`config.mk`:
```
export PLATFORM = sky130hd
export DESIGN_NAME = com_stroke_tracker
export DESIGN_NICKNAME = d
export VERILOG_FILES = /design/src/rtl/com_pkg.sv /design/src/rtl/com_filter.sv /design/src/rtl/com_stroke_tracker.sv
export SDC_FILE = /design/constraint.sdc
export NUM_CORES = 1
export LEC_CHECK = 0
export CAP_MARGIN = 20
export CORE_MARGIN = 4
export CORE_UTILIZATION = 46
export CTS_BUF_LIST = sky130_fd_sc_hd__clkbuf_2 sky130_fd_sc_hd__clkbuf_4 sky130_fd_sc_hd__clkbuf_8
export CTS_CLUSTER_SIZE = 12
export DETAILED_ROUTE_END_ITERATION = 7
export PLACE_DENSITY = 0.68
export SYNTH_ARGS = -nofsm -noshare
export SYNTH_HDL_FRONTEND = slang
export SYNTH_SLANG_ARGS = --single-unit
```
`constraint.sdc`:
```
create_clock -name clk_in -period 5.9 [get_ports clk_in]
set_input_delay 1.475 -clock clk_in [delete_from_list [all_inputs] [get_ports clk_in]]
set_output_delay 1.475 -clock clk_in [all_outputs]
set_load 0.03 [all_outputs]
```
`src/rtl/com_pkg.sv`:
```
// Shared types and defaults for the center-of-mass stroke tracker.
package com_pkg;

  localparam int unsigned X_W       = 11;
  localparam int unsigned Y_W       = 10;
  localparam int unsigned D_W       = 12;
  localparam int unsigned CNT_W     = 4;
  localparam int unsigned X_MAX_DEF = 1279;
  localparam int unsigned Y_MAX_DEF = 719;

  typedef logic [X_W-1:0] xcoord_t;
  typedef logic [Y_W-1:0] ycoord_t;

  typedef struct packed {
    xcoord_t x0;
    ycoord_t y0;
    xcoord_t x1;
    ycoord_t y1;
  } segment_t;

  typedef enum logic [1:0] {
    IDLE,
    ARMING,
    DRAWING,
    RELEASING
  } trk_state_t;

endpackage

```
`src/rtl/com_filter.sv`:
```
// Stage-1 sample register: clamp to the legal frame, optional EMA smoothing.
// Optional feature: COM_SMOOTH_EN enables the EMA filter.
import com_pkg::*;

module com_filter #(
  parameter int unsigned X_MAX        = X_MAX_DEF,
  parameter int unsigned Y_MAX        = Y_MAX_DEF,
  parameter int unsigned SMOOTH_SHIFT = 2
) (
  input  logic    clk_in,
  input  logic    rst_in,
  input  logic    sample_valid,
  input  logic    light_on,
  input  logic    load_direct,
  input  xcoord_t x_com,
  input  ycoord_t y_com,
  output logic    pt_valid,
  output logic    pt_light,
  output xcoord_t fx,
  output ycoord_t fy
);

  xcoord_t sx_c, nx_c;
  ycoord_t sy_c, ny_c;

  assign sx_c = (x_com > X_W'(X_MAX)) ? X_W'(X_MAX) : x_com;
  assign sy_c = (y_com > Y_W'(Y_MAX)) ? Y_W'(Y_MAX) : y_com;

`ifdef COM_SMOOTH_EN
  logic signed [11:0] dx_c, dy_c, dxs_c, dys_c;
  logic signed [12:0] ex_c, ey_c;

  // f += (s - f) >>> SMOOTH_SHIFT, clamped back into [0, MAX]
  assign dx_c  = $signed({1'b0, sx_c}) - $signed({1'b0, fx});
  assign dy_c  = $signed({2'b0, sy_c}) - $signed({2'b0, fy});
  assign dxs_c = dx_c >>> SMOOTH_SHIFT;
  assign dys_c = dy_c >>> SMOOTH_SHIFT;
  assign ex_c  = $signed({2'b0, fx}) + $signed({dxs_c[11], dxs_c});
  assign ey_c  = $signed({3'b0, fy}) + $signed({dys_c[11], dys_c});

  always_comb begin
    nx_c = sx_c;
    ny_c = sy_c;
    if (!load_direct) begin
      nx_c = ex_c[12] ? '0 : (ex_c[11:0] > 12'(X_MAX)) ? X_W'(X_MAX) : ex_c[X_W-1:0];
      ny_c = ey_c[12] ? '0 : (ey_c[11:0] > 12'(Y_MAX)) ? Y_W'(Y_MAX) : ey_c[Y_W-1:0];
    end
  end
`else
  logic [3:0] unused_cfg;
  assign unused_cfg = {load_direct, 3'(SMOOTH_SHIFT)};
  assign nx_c = sx_c;
  assign ny_c = sy_c;
`endif

  // light-off samples pass their strobe through but never touch the filter
  always_ff @(posedge clk_in or posedge rst_in) begin
    if (rst_in) begin
      pt_valid <= 1'b0;
      pt_light <= 1'b0;
      fx       <= '0;
      fy       <= '0;
    end else begin
      pt_valid <= sample_valid;
      pt_light <= light_on;
      if (sample_valid && light_on) begin
        fx <= nx_c;
        fy <= ny_c;
      end
    end
  end

endmodule

```
`src/rtl/com_stroke_tracker.sv`:
```
// Debounces light state into strokes and emits line segments over valid/ready.
// Optional feature: COM_SMOOTH_EN enables EMA smoothing in com_filter.
import com_pkg::*;

module com_stroke_tracker #(
  parameter int unsigned X_MAX        = X_MAX_DEF,
  parameter int unsigned Y_MAX        = Y_MAX_DEF,
  parameter int unsigned ON_DEBOUNCE  = 3,
  parameter int unsigned OFF_DEBOUNCE = 4,
  parameter int unsigned MIN_STEP     = 2,
  parameter int unsigned SMOOTH_SHIFT = 2
) (
  input  logic        clk_in,
  input  logic        rst_in,
  input  logic        new_com,
  input  logic        light_on,
  input  logic [10:0] x_com,
  input  logic [9:0]  y_com,
  output logic        seg_valid,
  input  logic        seg_ready,
  output logic [10:0] seg_x0,
  output logic [9:0]  seg_y0,
  output logic [10:0] seg_x1,
  output logic [9:0]  seg_y1,
  output logic        pen_down
);

  trk_state_t state;
  logic [CNT_W-1:0] cnt, cnt_inc_c;
  logic    pt_valid, pt_light, will_idle_c, emit_c;
  xcoord_t fx, ax, adx_c;
  ycoord_t fy, ay, ady_c;
  logic [D_W-1:0] d_c;
  segment_t seg_q;

  com_filter #(
    .X_MAX(X_MAX), .Y_MAX(Y_MAX), .SMOOTH_SHIFT(SMOOTH_SHIFT)
  ) u_filter (
    .clk_in(clk_in), .rst_in(rst_in), .sample_valid(new_com), .light_on(light_on),
    .load_direct(will_idle_c), .x_com(x_com), .y_com(y_com),
    .pt_valid(pt_valid), .pt_light(pt_light), .fx(fx), .fy(fy)
  );

  assign cnt_inc_c = cnt + CNT_W'(1);
  assign adx_c     = (fx >= ax) ? fx - ax : ax - fx;
  assign ady_c     = (fy >= ay) ? fy - ay : ay - fy;
  assign d_c       = D_W'(adx_c) + D_W'(ady_c);
  assign emit_c    = pt_valid && pt_light && (state == DRAWING || state == RELEASING) &&
                     (d_c >= D_W'(MIN_STEP)) && (!seg_valid || seg_ready);

  // Tracker state the next stage-1 sample will see; tells the filter to load directly
  always_comb begin
    will_idle_c = (state == IDLE);
    if (pt_valid) begin
      if (pt_light) begin
        will_idle_c = 1'b0;
      end else begin
        case (state)
          IDLE, ARMING: will_idle_c = 1'b1;
          DRAWING:      will_idle_c = (OFF_DEBOUNCE == 1);
          RELEASING:    will_idle_c = (cnt_inc_c >= CNT_W'(OFF_DEBOUNCE));
          default:      will_idle_c = 1'b1;
        endcase
      end
    end
  end

  always_ff @(posedge clk_in or posedge rst_in) begin
    if (rst_in) begin
      state     <= IDLE;
      cnt       <= '0;
      ax        <= '0;
      ay        <= '0;
      pen_down  <= 1'b0;
      seg_valid <= 1'b0;
      seg_q     <= '0;
    end else begin
      if (seg_valid && seg_ready) seg_valid <= 1'b0;
      if (pt_valid) begin
        case (state)
          IDLE: if (pt_light) begin
            if (ON_DEBOUNCE == 1) begin
              state    <= DRAWING;
              pen_down <= 1'b1;
              cnt      <= '0;
              ax       <= fx;
              ay       <= fy;
            end else begin
              state <= ARMING;
              cnt   <= CNT_W'(1);
            end
          end
          ARMING: if (!pt_light) begin
            state <= IDLE;
            cnt   <= '0;
          end else if (cnt_inc_c >= CNT_W'(ON_DEBOUNCE)) begin
            state    <= DRAWING;
            pen_down <= 1'b1;
            cnt      <= '0;
            ax       <= fx;
            ay       <= fy;
          end else begin
            cnt <= cnt_inc_c;
          end
          DRAWING: if (!pt_light) begin
            if (OFF_DEBOUNCE == 1) begin
              state    <= IDLE;
              pen_down <= 1'b0;
              cnt      <= '0;
            end else begin
              state <= RELEASING;
              cnt   <= CNT_W'(1);
            end
          end
          RELEASING: if (pt_light) begin
            state <= DRAWING;
            cnt   <= '0;
          end else if (cnt_inc_c >= CNT_W'(OFF_DEBOUNCE)) begin
            state    <= IDLE;
            pen_down <= 1'b0;
            cnt      <= '0;
          end else begin
            cnt <= cnt_inc_c;
          end
          default: state <= IDLE;
        endcase
      end
      // a load overrides the accept-clear, so accept+load keeps seg_valid high
      if (emit_c) begin
        seg_q     <= '{x0: ax, y0: ay, x1: fx, y1: fy};
        seg_valid <= 1'b1;
        ax        <= fx;
        ay        <= fy;
      end
    end
  end

  assign seg_x0 = seg_q.x0;
  assign seg_y0 = seg_q.y0;
  assign seg_x1 = seg_q.x1;
  assign seg_y1 = seg_q.y1;

endmodule

```
After elaboration in Yosys (flattened, before gate mapping). Cells that the tools add are included.

Output and inout bits: 44. Memories kept: 0. Word-level logic and storage cells: 93. Bits in latches: 0. ROM bits: 0. Flip-flop bits (word level): 94. Input bits: 26. Bits in writable memories: 0.

Magnitude comparators: 7. $add $sub $neg: 6. Bitwise logic cells: 0. Reduce and logical (&&, ||, !) cells: 20. Eq/ne operators: 11. Div/mod/pow operators: 0. Shift-type cells: 0. Mux-type cells: 35. Multipliers: 0.

Operator list (number): $mux 11 (7); $mux 10 (7); $mux 4 (6); $sub 11x11->11 (2); $sub 10x10->10 (2); $pmux 4 s4 (1); $add 11x10->12 (1); $ge 12x2->1 const B (1); $mux 2 (6); $reduce_bool 2->1 (6); $ge 11x11->1 (1); $gt 11x11->1 const B (1); $ge 10x10->1 (1); $gt 10x10->1 const B (1); $pmux 2 s4 (1); $logic_and 1x1->1 (6); $mux 1 (6); $ne 2x1->1 const B (3); $ne 2x2->1 const B (3); $reduce_and 6->1 (1); $reduce_and 5->1 (1); $add 4x1->4 const B (1); $eq 2x2->1 const B (2); $ge 4x2->1 const B (1); 10 further kinds (11).

Logic depth before layout (Yosys ltp). Gate-level depths: netlist of run 1.

Word-level depth: 8. Mapped depth: 23. Mapped depth without buffers: 20.

By module. Synthesis of run 1 repeated with hierarchy kept, for this count alone.

Cell total of the unflattened synthesis: 750. Area, all modules: 6940.4 um2.

Modules (own cells, without submodules): com_stroke_tracker (cells each 670, instances 1, sequential area each 1776.7 um2, area an instance 6015.8 um2); com_filter (cells each 80, instances 1, sequential area each 575.6 um2, area an instance 924.6 um2).

Least setup slack after synthesis of run 1. Ideal clock, no wire load.

Kind: register to register. Start: register u_filter.fy[0]. End: register ay[9]. Stages on the path, launching flop included: 20. Setup slack: 0.943 ns. Data required time: 5.772 ns. Period minus slack after synthesis: 4.957 ns. Path buffers: 2. Data arrival time: 4.829 ns. Library setup time: 0.128 ns. Cells stage by stage: dfrtp_1 -> inv_1 -> ha_1 -> inv_1 -> fa_1 -> a21o_1 -> a2111oi_0 -> o21ai_0 -> o22ai_1 -> clkbuf_1 -> mux2_2 -> fa_1 -> a21o_1 -> a21oi_1 -> mux2i_1 -> nor3_1 -> o221ai_1 -> o31ai_2 -> buf_4 -> mux2_1.

Longest elaborated chain between the ends: 8. Elaborated cells on any way between the ends: 14. Those cells by class: add/sub (3); order compare (2); mux (2); reduce/logical (7).

RTL lines: start: declaration (RTL line com_filter.sv:20) `output ycoord_t fy`; start signal: assignment (RTL line com_filter.sv:68) `fy <= ny_c;`; $sub 10x10->10 / $ge 10x10->1 (equally long branches) (RTL line com_stroke_tracker.sv:46) `assign ady_c = (fy >= ay) ? fy - ay : ay - fy;`; $mux 10 (*) (RTL line com_stroke_tracker.sv:46); $add 11x10->12 (*) (RTL line com_stroke_tracker.sv:47) `assign d_c = D_W'(adx_c) + D_W'(ady_c);`; $ge 12x2->1 (*) (RTL line com_stroke_tracker.sv:49) `(d_c >= D_W'(MIN_STEP)) && (!seg_valid || seg_ready);`; $logic_and 1x1->1 (*) (RTL line com_stroke_tracker.sv:48) `assign emit_c = pt_valid && pt_light && (state == DRAWING || state == RELEASING) &&`; $logic_and 1x1->1 (*) (RTL line com_stroke_tracker.sv:49); $reduce_bool 2->1 (no line); $reduce_and 4->1 (no line); end signal: assignment (RTL line com_stroke_tracker.sv:87) `ay <= fy;`; end signal: assignment (RTL line com_stroke_tracker.sv:101) `ay <= fy;`; end signal: assignment (RTL line com_stroke_tracker.sv:133) `ay <= fy;`; end: declaration (RTL line com_stroke_tracker.sv:32) `ycoord_t fy, ay, ady_c;`.

Every way passes the cells marked *; elsewhere a longest branch is shown, timed or not. A chain may end at the register's enable or synchronous reset.

Final worst setup path of run 1.
Start: register u_filter.fy[0]. End: register seg_q (netlist bit seg_x1[9]).

Longest elaborated chain between the ends: 6. Elaborated cells on any way between the ends: 8. Those cells by class: add/sub (3); order compare (2); mux (1); reduce/logical (2).

RTL lines: $sub 10x10->10 / $ge 10x10->1 (equally long branches) (RTL line com_stroke_tracker.sv:46); $mux 10 (*) (RTL line com_stroke_tracker.sv:46); $add 11x10->12 (*) (RTL line com_stroke_tracker.sv:47); $ge 12x2->1 (*) (RTL line com_stroke_tracker.sv:49); $logic_and 1x1->1 (*) (RTL line com_stroke_tracker.sv:48); $logic_and 1x1->1 (*) (RTL line com_stroke_tracker.sv:49); end signal: assignment (RTL line com_stroke_tracker.sv:130) `seg_q <= '{x0: ax, y0: ay, x1: fx, y1: fy};`; end: declaration (RTL line com_stroke_tracker.sv:34) `segment_t seg_q;`.

Marked as above.

==> out/metrics.yaml, run 1 <==
run_status:
  outcome: "complete, no violations"
worst_setup_path:
  reg2regPathDepth: 22
  timing.rr.start: "u_filter.fy[0]"
  r2r_setup_slack_ns: 0.49
  endpoint_kind: "flip-flop"
  cp.arrival_ns: 5.66
  path_cells: "inv_1, ha_1, inv_1, fa_1, a21o_1, a2111oi_0, o21ai_1, o22ai_1, buf_4, mux2_2, o21ai_1, a21oi_1, a31oi_1, ha_1, a211o_1, nor4_1, o2111ai_1, nor3_1, o221ai_2, o21ba_2, buf_6, mux2_4"
  worstSetupPathType: "flip-flop to flip-flop"
  rr_endpoint: "seg_x1[9]"
  critPathLaunchType: "flip-flop"
  crit_family: "compound AO/OA/AOI/OAI gates"
  crit_path_top_delay_cell: "a2111oi_0"
  critPathBufInv: 4
  critPathMaxStageDelay_ns: 0.47
  worstPathMaxFanout: 42
  critPathRequiredTime_ns: 6.16
placed_design:
  dpl.cell_count: 798
  hpwl_mm: 9.75
  place_ws_ns: 0.319
  port_buffers: 69
  place.gp.congestion: 0.866
floorplanning:
  die_x_um: 122
  die_y_um: 122
  ioPinCount: 70
  start_util_pct: 47.4
  fp.dieArea_um2: 15000
  coreArea_um2: 12700
  rows: 41
hold_path:
  worstHoldEndpoint: "seg_x1[10]"
  holdPathStages: 1
  hp-start: "seg_x1[10]"
  hp-class: "flip-flop to flip-flop"
sta:
  setup_violations: 0
  fin_ws_ns: 0.493
  max_slew.worst_pin.slew_ns: 0.615
  fin_crit_ns: 5.41
  slew_headroom_pct: 59.0
  skew_ns: 0.00967
  min_period_over_period_pct: 91.7
  holdWs_ns: 0.515
  max_freq_mhz: 185
  maxSlewViolCount: 0
  rsz0062_at_grt: "false"
  hold_violations: 0
  tns_ns: 0
cells_and_area:
  drive_gt1_share_pct: 13.1
  syn_to_final_growth_pct: 16.3
  nets: 720
  diodes: 0
  stdcell_count: 813
global_routing:
  grt_pass1_vias: 4440
  antenna_found_initial: 0
  grt_start_max_net_pins: 49
  grt_pass1_wl_mm: 21.9
  overflow: 0
  grt_use_total_pct: 18.3
flow_run:
  drv_cap: 0
detailed_routing:
  postRouteAntennaNets: 0
  drt_iter0_markers: 250
  vias: 4326
  route.detailed.wl_per_inst_um: 16.0
  viasPerCell: 5.32
  drt-pass1-iter-count: 7
  wl_mm: 13.0
  drcViolationCount: 0
yosys:
  ys_async_sr_fraction_pct: 100
  ys_ff_latch: 94
  syn-num-nets: 652
  synth-edff-count: 0
  yosys-top-cells-area: "dfrtp_1 (39%), ha_1 (11%), mux2_4 (10%), mux2i_1 (5.3%), inv_1 (3.7%)"
  synth_cell_types: 57
  synth_cells: 569
  syn_area_um2: 6020
  synth-main-ff-cell: "dfrtp_1"
  synth_seq_area_share_pct: 39.0
  syn_area_per_cell_um2: 10.6
  ys_warn_count: 0
  synth_top_area_share_pct: 39.0
  synth_top_area_cell: "dfrtp_1"
clock_tree:
  cts_max_level: 3
  numCtsBuffers: 9
  path_clk_slew_ns: 0.08
  cts_tree: "built"
  clock_path_buffers: 2
  cts_root_buf: "clkbuf_8"
  cts_setup_buffers: 0
  insertion_delay_ns: 0.37
  clkSinkCount: 94
pwr:
  p_leak_nw: 3.44
  power_mw: 4.52
  ir_drop_mv: 0.430
  power_density_nw_per_um2: 645
-- cell usage after synthesis (3+ instances only) --
cell	n
dfrtp_1	94
inv_1	60
ha_1	52
a21oi_1	42
mux2_4	40
o21ai_0	37
mux2i_1	32
nand2_1	32
nor2_1	28
a21o_1	12
xnor2_1	10
nor3_1	8
xor2_1	8
a31oi_1	7
clkbuf_1	7
mux2_2	7
nand3_1	7
and2_1	6
fa_1	5
nand2b_1	5
nor2b_1	5
buf_12	4
o21a_1	4
a211oi_1	3
a21boi_0	3
buf_2	3
nand3b_1	3
nand4_1	3
nor4_1	3
o21bai_1	3
o22ai_1	3
or2_2	3
-- worst max-delay path by stage --
stage | from | end | slack, ns | depth (start not counted)
6_report | u_filter.fy[0] | seg_x1[9] | 0.49 | 22
5_1_grt | u_filter.fy[0] | ay[9] | 0.01 | 22
4_1_cts | u_filter.fy[0] | seg_x0[4] | 0.27 | 22
3_5_place_dp | u_filter.fy[0] | seg_x1[3] | 0.32 | 22
3_3_place_gp | u_filter.fy[0] | seg_y0[7] | 0.61 | 22
2_1_floorplan | u_filter.fy[0] | ay[9] | 0.94 | 19
-- placed cells by master, fill, tap and decap left out, drive strengths merged, types with 3 or more instances in the layout --
master | synthesis | layout
a21o | 12 | 12
nor4 | 3 | 3
o31ai | 3 | 3
fa | 5 | 5
nor3 | 8 | 8
nand2 | 32 | 32
o22ai | 3 | 3
and2 | 6 | 6
o21a | 4 | 4
ha | 52 | 52
xnor2 | 10 | 10
nor2 | 28 | 28
clkbuf | 8 | 13
o21bai | 3 | 3
or2 | 3 | 3
mux2 | 48 | 48
nand2b | 5 | 5
dfrtp | 94 | 94
nand3b | 3 | 3
nor2b | 5 | 5
a31oi | 8 | 8
a21oi | 43 | 43
clkdlybuf4s50 | 0 | 69
o21ai | 37 | 37
buf | 11 | 7
nand3 | 7 | 7
inv | 60 | 60
xor2 | 8 | 8
nand4 | 3 | 3
mux2i | 32 | 32
a21boi | 3 | 3
a211oi | 3 | 3
-- stage by stage --
| step | utilization [%] | cell area (µm²) |
|---|---|---|
| final | 55.1 | 7010 |
| after global routing | 55.1 | 7010 |
| after CTS | 55.0 | 6990 |
| after detailed placement | 53.7 | 6830 |
| after global placement | 53.7 | 6830 |
| after floorplan | - | 6020 |
-- report_power, final --
part           switching [mW]  leakage (nW)  internal, mW
Clock                   0.213        0.0909         0.169
Sequential              0.177          1.12         0.875
Combinational            1.67          2.23          1.42
-- worst register-to-register path, cell delays in order, from the launching register on --
cell and delay, ns:
dfrtp_1 0.42, inv_1 0.10, ha_1 0.18, inv_1 0.06, fa_1 0.38, a21o_1 0.18, a2111oi_0 0.47, o21ai_1 0.17
o22ai_1 0.15, buf_4 0.25, mux2_2 0.36, o21ai_1 0.17, a21oi_1 0.09, a31oi_1 0.15, ha_1 0.26, a211o_1 0.27
nor4_1 0.21, o2111ai_1 0.17, nor3_1 0.20, o221ai_2 0.19, o21ba_2 0.25, buf_6 0.26, mux2_4 0.39
-- metal layers --
| metal | GRT usage [%] | routed length (µm) | vias up |
|---|---|---|---|
| met5 | 0 | 0 | - |
| met4 | 4.90 | 163 | 0 |
| met3 | 3.09 | 473 | 15 |
| met2 | 29.9 | 6160 | 93 |
| met1 | 25.4 | 6240 | 2117 |
| li1 | - | - | 2101 |
-- state kept, by name, summed over array words and instances (netlist names), 10 cells and up, named ones only --
register     cells
ax              11
ay              10
seg_x0          11
seg_x1          11
seg_y0          10
seg_y1          10
u_filter.fx     11
u_filter.fy     10
-- area by class of cell --
cell class | count | area [µm²]
clock inverter | 2 | 10.0
sequential | 94 | 2350
tap | 172 | 215
multi-input combinational | 396 | 3300
timing repair buffer | 76 | 751
clock buffer | 13 | 154
fill | 1153 | 5710
inverter | 60 | 228
-- what timing repair did --
action,CTS,global route
gates resized for setup,0,5
setup endpoints to repair,0,62
hold buffers,0,0
-- cells by family (layout without fill, tap and decap cells) --
family                   Yosys count  count (layout)  synth area share (%)
XOR/XNOR                          18              18                  2.62
flip-flops                        94              94                  39.0
AND/OR/NAND/NOR                  107             107                  8.54
adder cells (fa/ha/maj)           57              57                  12.5
multiplexers                      80              80                  16.8
AO/OA/AOI/OAI                    134             134                  14.1
buffers and inverters             79             151                  6.46
Note: power is estimated with default switching activity, not from simulation.
==> run 2, diff against run 1 <==
--- a/config.mk
+++ b/config.mk
@@ -12,6 +12,7 @@
 export CTS_CLUSTER_SIZE = 12
 export DETAILED_ROUTE_END_ITERATION = 7
 export PLACE_DENSITY = 0.68
+export SLEW_MARGIN = 25
 export SYNTH_ARGS = -nofsm -noshare
 export SYNTH_HDL_FRONTEND = slang
 export SYNTH_SLANG_ARGS = --single-unit
==> results of run 2 <==
No change in the layout: final DEF, timing and power equal those of run 1.
==> run 3, diff against run 2 <==
--- a/config.mk
+++ b/config.mk
@@ -6,6 +6,7 @@
 export NUM_CORES = 1
 export LEC_CHECK = 0
 export CAP_MARGIN = 20
+export CORE_ASPECT_RATIO = 0.75
 export CORE_MARGIN = 4
 export CORE_UTILIZATION = 46
 export CTS_BUF_LIST = sky130_fd_sc_hd__clkbuf_2 sky130_fd_sc_hd__clkbuf_4 sky130_fd_sc_hd__clkbuf_8
==> run 3 against run 2 <==
  * Clock skew is 0.0035 ns lower
  * Power grew 0.20%
  * Core utilization increased by 1.1 points
  * Wire length shrank 1.2%
  * Critical path depth shrank 1
  * Clock power rose by 6.3%
  * Via count barely moved
  * Sequential cell count stayed put
  * Combinational power about the same
  * Largest power group unchanged
  * Cell count decreased by 0.49%
  * Critical path type unchanged
  * Largest cell class unchanged
  * Register-to-register slack worse by 0.06 ns
  * Sequential share of layout area shrank 0.13 points
==> out/metrics.yaml, run 3 (synthesis gave the netlist of run 1 again) <==
floorplanning:
  start_util_pct: 48.1  # was 47.4%
  coreArea_um2: 12500  # was 12700 µm²
  ioPinCount: 70  # unchanged
  fp.dieArea_um2: 15000  # about the same
  die_y_um: 107  # was 122 µm
  rows: 35  # was 41
  die_x_um: 140  # was 122 µm
sta:
  min_period_over_period_pct: 92.7  # was 91.7%
  fin_ws_ns: 0.431  # was 0.493 ns
  setup_violations: 0  # unchanged
  tns_ns: 0  # unchanged
  slew_headroom_pct: 47.0  # was 59.0%
  max_slew.worst_pin.slew_ns: 0.795  # was 0.615 ns
  hold_violations: 0  # unchanged
  fin_crit_ns: 5.47  # was 5.41 ns
  rsz0062_at_grt: "false"  # unchanged
  maxSlewViolCount: 0  # unchanged
  skew_ns: 0.00620  # was 0.00967 ns
  max_freq_mhz: 183  # was 185 MHz
worst_setup_path:
  timing.rr.start: "u_filter.fy[0]"  # unchanged
  cp.arrival_ns: 5.71  # was 5.66 ns
  critPathMaxStageDelay_ns: 0.46  # was 0.47 ns
  worstSetupPathType: "flip-flop to flip-flop"  # unchanged
  critPathRequiredTime_ns: 6.14  # was 6.16 ns
  worstPathMaxFanout: 11  # was 42
  crit_path_top_delay_cell: "a2111oi_1"  # was a2111oi_0
  endpoint_kind: "flip-flop"  # unchanged
  path_cells: "inv_1, ha_1, inv_1, fa_1, a21o_1, a2111oi_1, o21ai_0, o22ai_1, mux2_2, o21ai_0, a21oi_1, a31oi_1, ha_1, a211o_1, nor4_1, o2111ai_1, nor3_1, o221ai_1, o31ai_4, buf_4, mux2_1"  # was inv_1, ha_1, inv_1, fa_1, a21o_1, a2111oi_0, o21ai_1, o22ai_1, buf_4, mux2_2, o21ai_1, a21oi_1, a31oi_1, ha_1, a211o_1, nor4_1, o2111ai_1, nor3_1, o221ai_2, o21ba_2, buf_6, mux2_4
  critPathLaunchType: "flip-flop"  # unchanged
  crit_path_start: "u_filter.fy[0]"  # unchanged
cells_and_area:
  drive_gt1_share_pct: 13.1  # about the same
  nets: 720  # unchanged
  mostFrequentLayoutCell: "dfrtp_1"  # unchanged
  final_cell_mix: "dfrtp_1 (94), clkdlybuf4s50_1 (69), inv_1 (59)"  # unchanged
  syn_to_final_growth_pct: 16.8  # was 16.3%
hold_path:
  hp-class: "flip-flop to flip-flop"  # unchanged
  hp-start: "seg_x0[5]"  # was seg_x1[10]
pwr:
  power_density_nw_per_um2: 644  # was 645 nW/µm²
  p_leak_nw: 3.45  # was 3.44 nW
  power_mw: 4.53  # was 4.52 mW
  ir_drop_mv: 0.363  # was 0.430 mV
clock_tree:
  numCtsBuffers: 9  # unchanged
  cts_max_level: 3  # unchanged
  path_clk_slew_ns: 0.08  # about the same
  cts_root_buf: "clkbuf_8"  # unchanged
  insertion_delay_ns: 0.36  # was 0.37 ns
  clkSinkCount: 94  # unchanged
  clock_path_buffers: 2  # unchanged
  cts_setup_buffers: 0  # unchanged
  cts_tree: "built"  # unchanged
global_routing:
  antenna_found_initial: 0  # unchanged
  overflow: 0  # unchanged
  grt_pass1_vias: 4386  # was 4440
  grt_use_total_pct: 17.6  # was 18.3%
  grt_pass1_wl_mm: 21.6  # was 21.9 mm
  grt_start_max_net_pins: 50  # was 49
placed_design:
  place.gp.congestion: 0.927  # was 0.866
  port_buffers: 69  # unchanged
  hpwl_mm: 9.76  # was 9.75 mm
  place_ws_ns: 0.454  # was 0.319 ns
detailed_routing:
  vias: 4324  # was 4326
  postRouteAntennaNets: 0  # unchanged
  drcViolationCount: 0  # unchanged
  route.detailed.wl_per_inst_um: 15.9  # was 16.0 µm
  wl_mm: 12.9  # was 13.0 mm
  viasPerCell: 5.34  # was 5.32
  drt_iter0_markers: 302  # was 250
  drt-pass1-iter-count: 4  # was 7
flow_run:
  drv_cap: 0  # unchanged
run_status:
  outcome: "complete, no violations"  # unchanged
[run 3: cell count changes in the layout (fill, tap and decap cells not counted), moves of 2 or more]
cell	delta
buf_6	-2
o21ai_1	-2
clkbuf_8	+3
o21ai_0	+2
clkbuf_4	-3
[run 3: worst paths after layout]
check                            endpoint  slack (ns)  depth (start not counted)
worst max-delay path                ay[9]        0.43                         21
worst min-delay path            seg_x0[5]        0.51                          1
worst max register to register      ay[9]        0.43                         21
worst min register to register  seg_x0[5]        0.51                          1
max in group asynchronous           ay[0]        3.22                          3
min in group asynchronous           ay[6]        1.55                          2
[run 3: cell type report]
type / instances / area (µm²)
fillers: 1104 / 5490
clock inverters: 3 / 17.5
clock buffers: 13 / 173
well taps: 166 / 208
inverters: 60 / 226
repair buffers: 76 / 756
diodes: 1 / 2.50
flip-flops and latches: 94 / 2350
multi-input cells: 396 / 3300
[run 3: what timing repair did]
item,4_1_cts,5_1_grt
resized for setup,0,2
endpoints found under the setup margin,0,37
hold buffers,0,0
[run 3: power by group]
group | internal (mW) | leakage [nW] | switching [mW] | total, mW
registers | 0.875 | 1.12 | 0.180 | 1.05
clock network | 0.191 | 0.0989 | 0.215 | 0.406
logic | 1.42 | 2.23 | 1.65 | 3.07
[run 3: per-stage QoR]
step / std cells / hold WS, ns / cell area (µm²) / utilization (%)
floorplan: 569 / 0.471 / 6020 / -
global placement: 792 / 0.494 / 6830 / 54.6
detailed placement: 792 / 0.494 / 6830 / 54.6
CTS: 808 / 0.522 / 7020 / 56.1
global route: 808 / 0.531 / 7030 / 56.1
finish: 809 / 0.515 / 7030 / 56.2
[run 3: worst max-delay path, delay by kind of cell (launching register included)]
family	cells	cell delay (ns)
muxes	2	0.71
adders and majority gates	3	0.83
AOI/OAI and AO/OA	11	2.56
DFF	1	0.41
buffers and inverters	3	0.44
and+or+nand+nor	2	0.41
[run 3: layer usage]
metal	global-route usage (%)	share of wire (%)	vias up
li1	-	-	2109
met1	26.7	52	2106
met2	26.0	43	98
met3	3.34	3.9	11
met4	4.15	0.98	0
met5	0	0	-
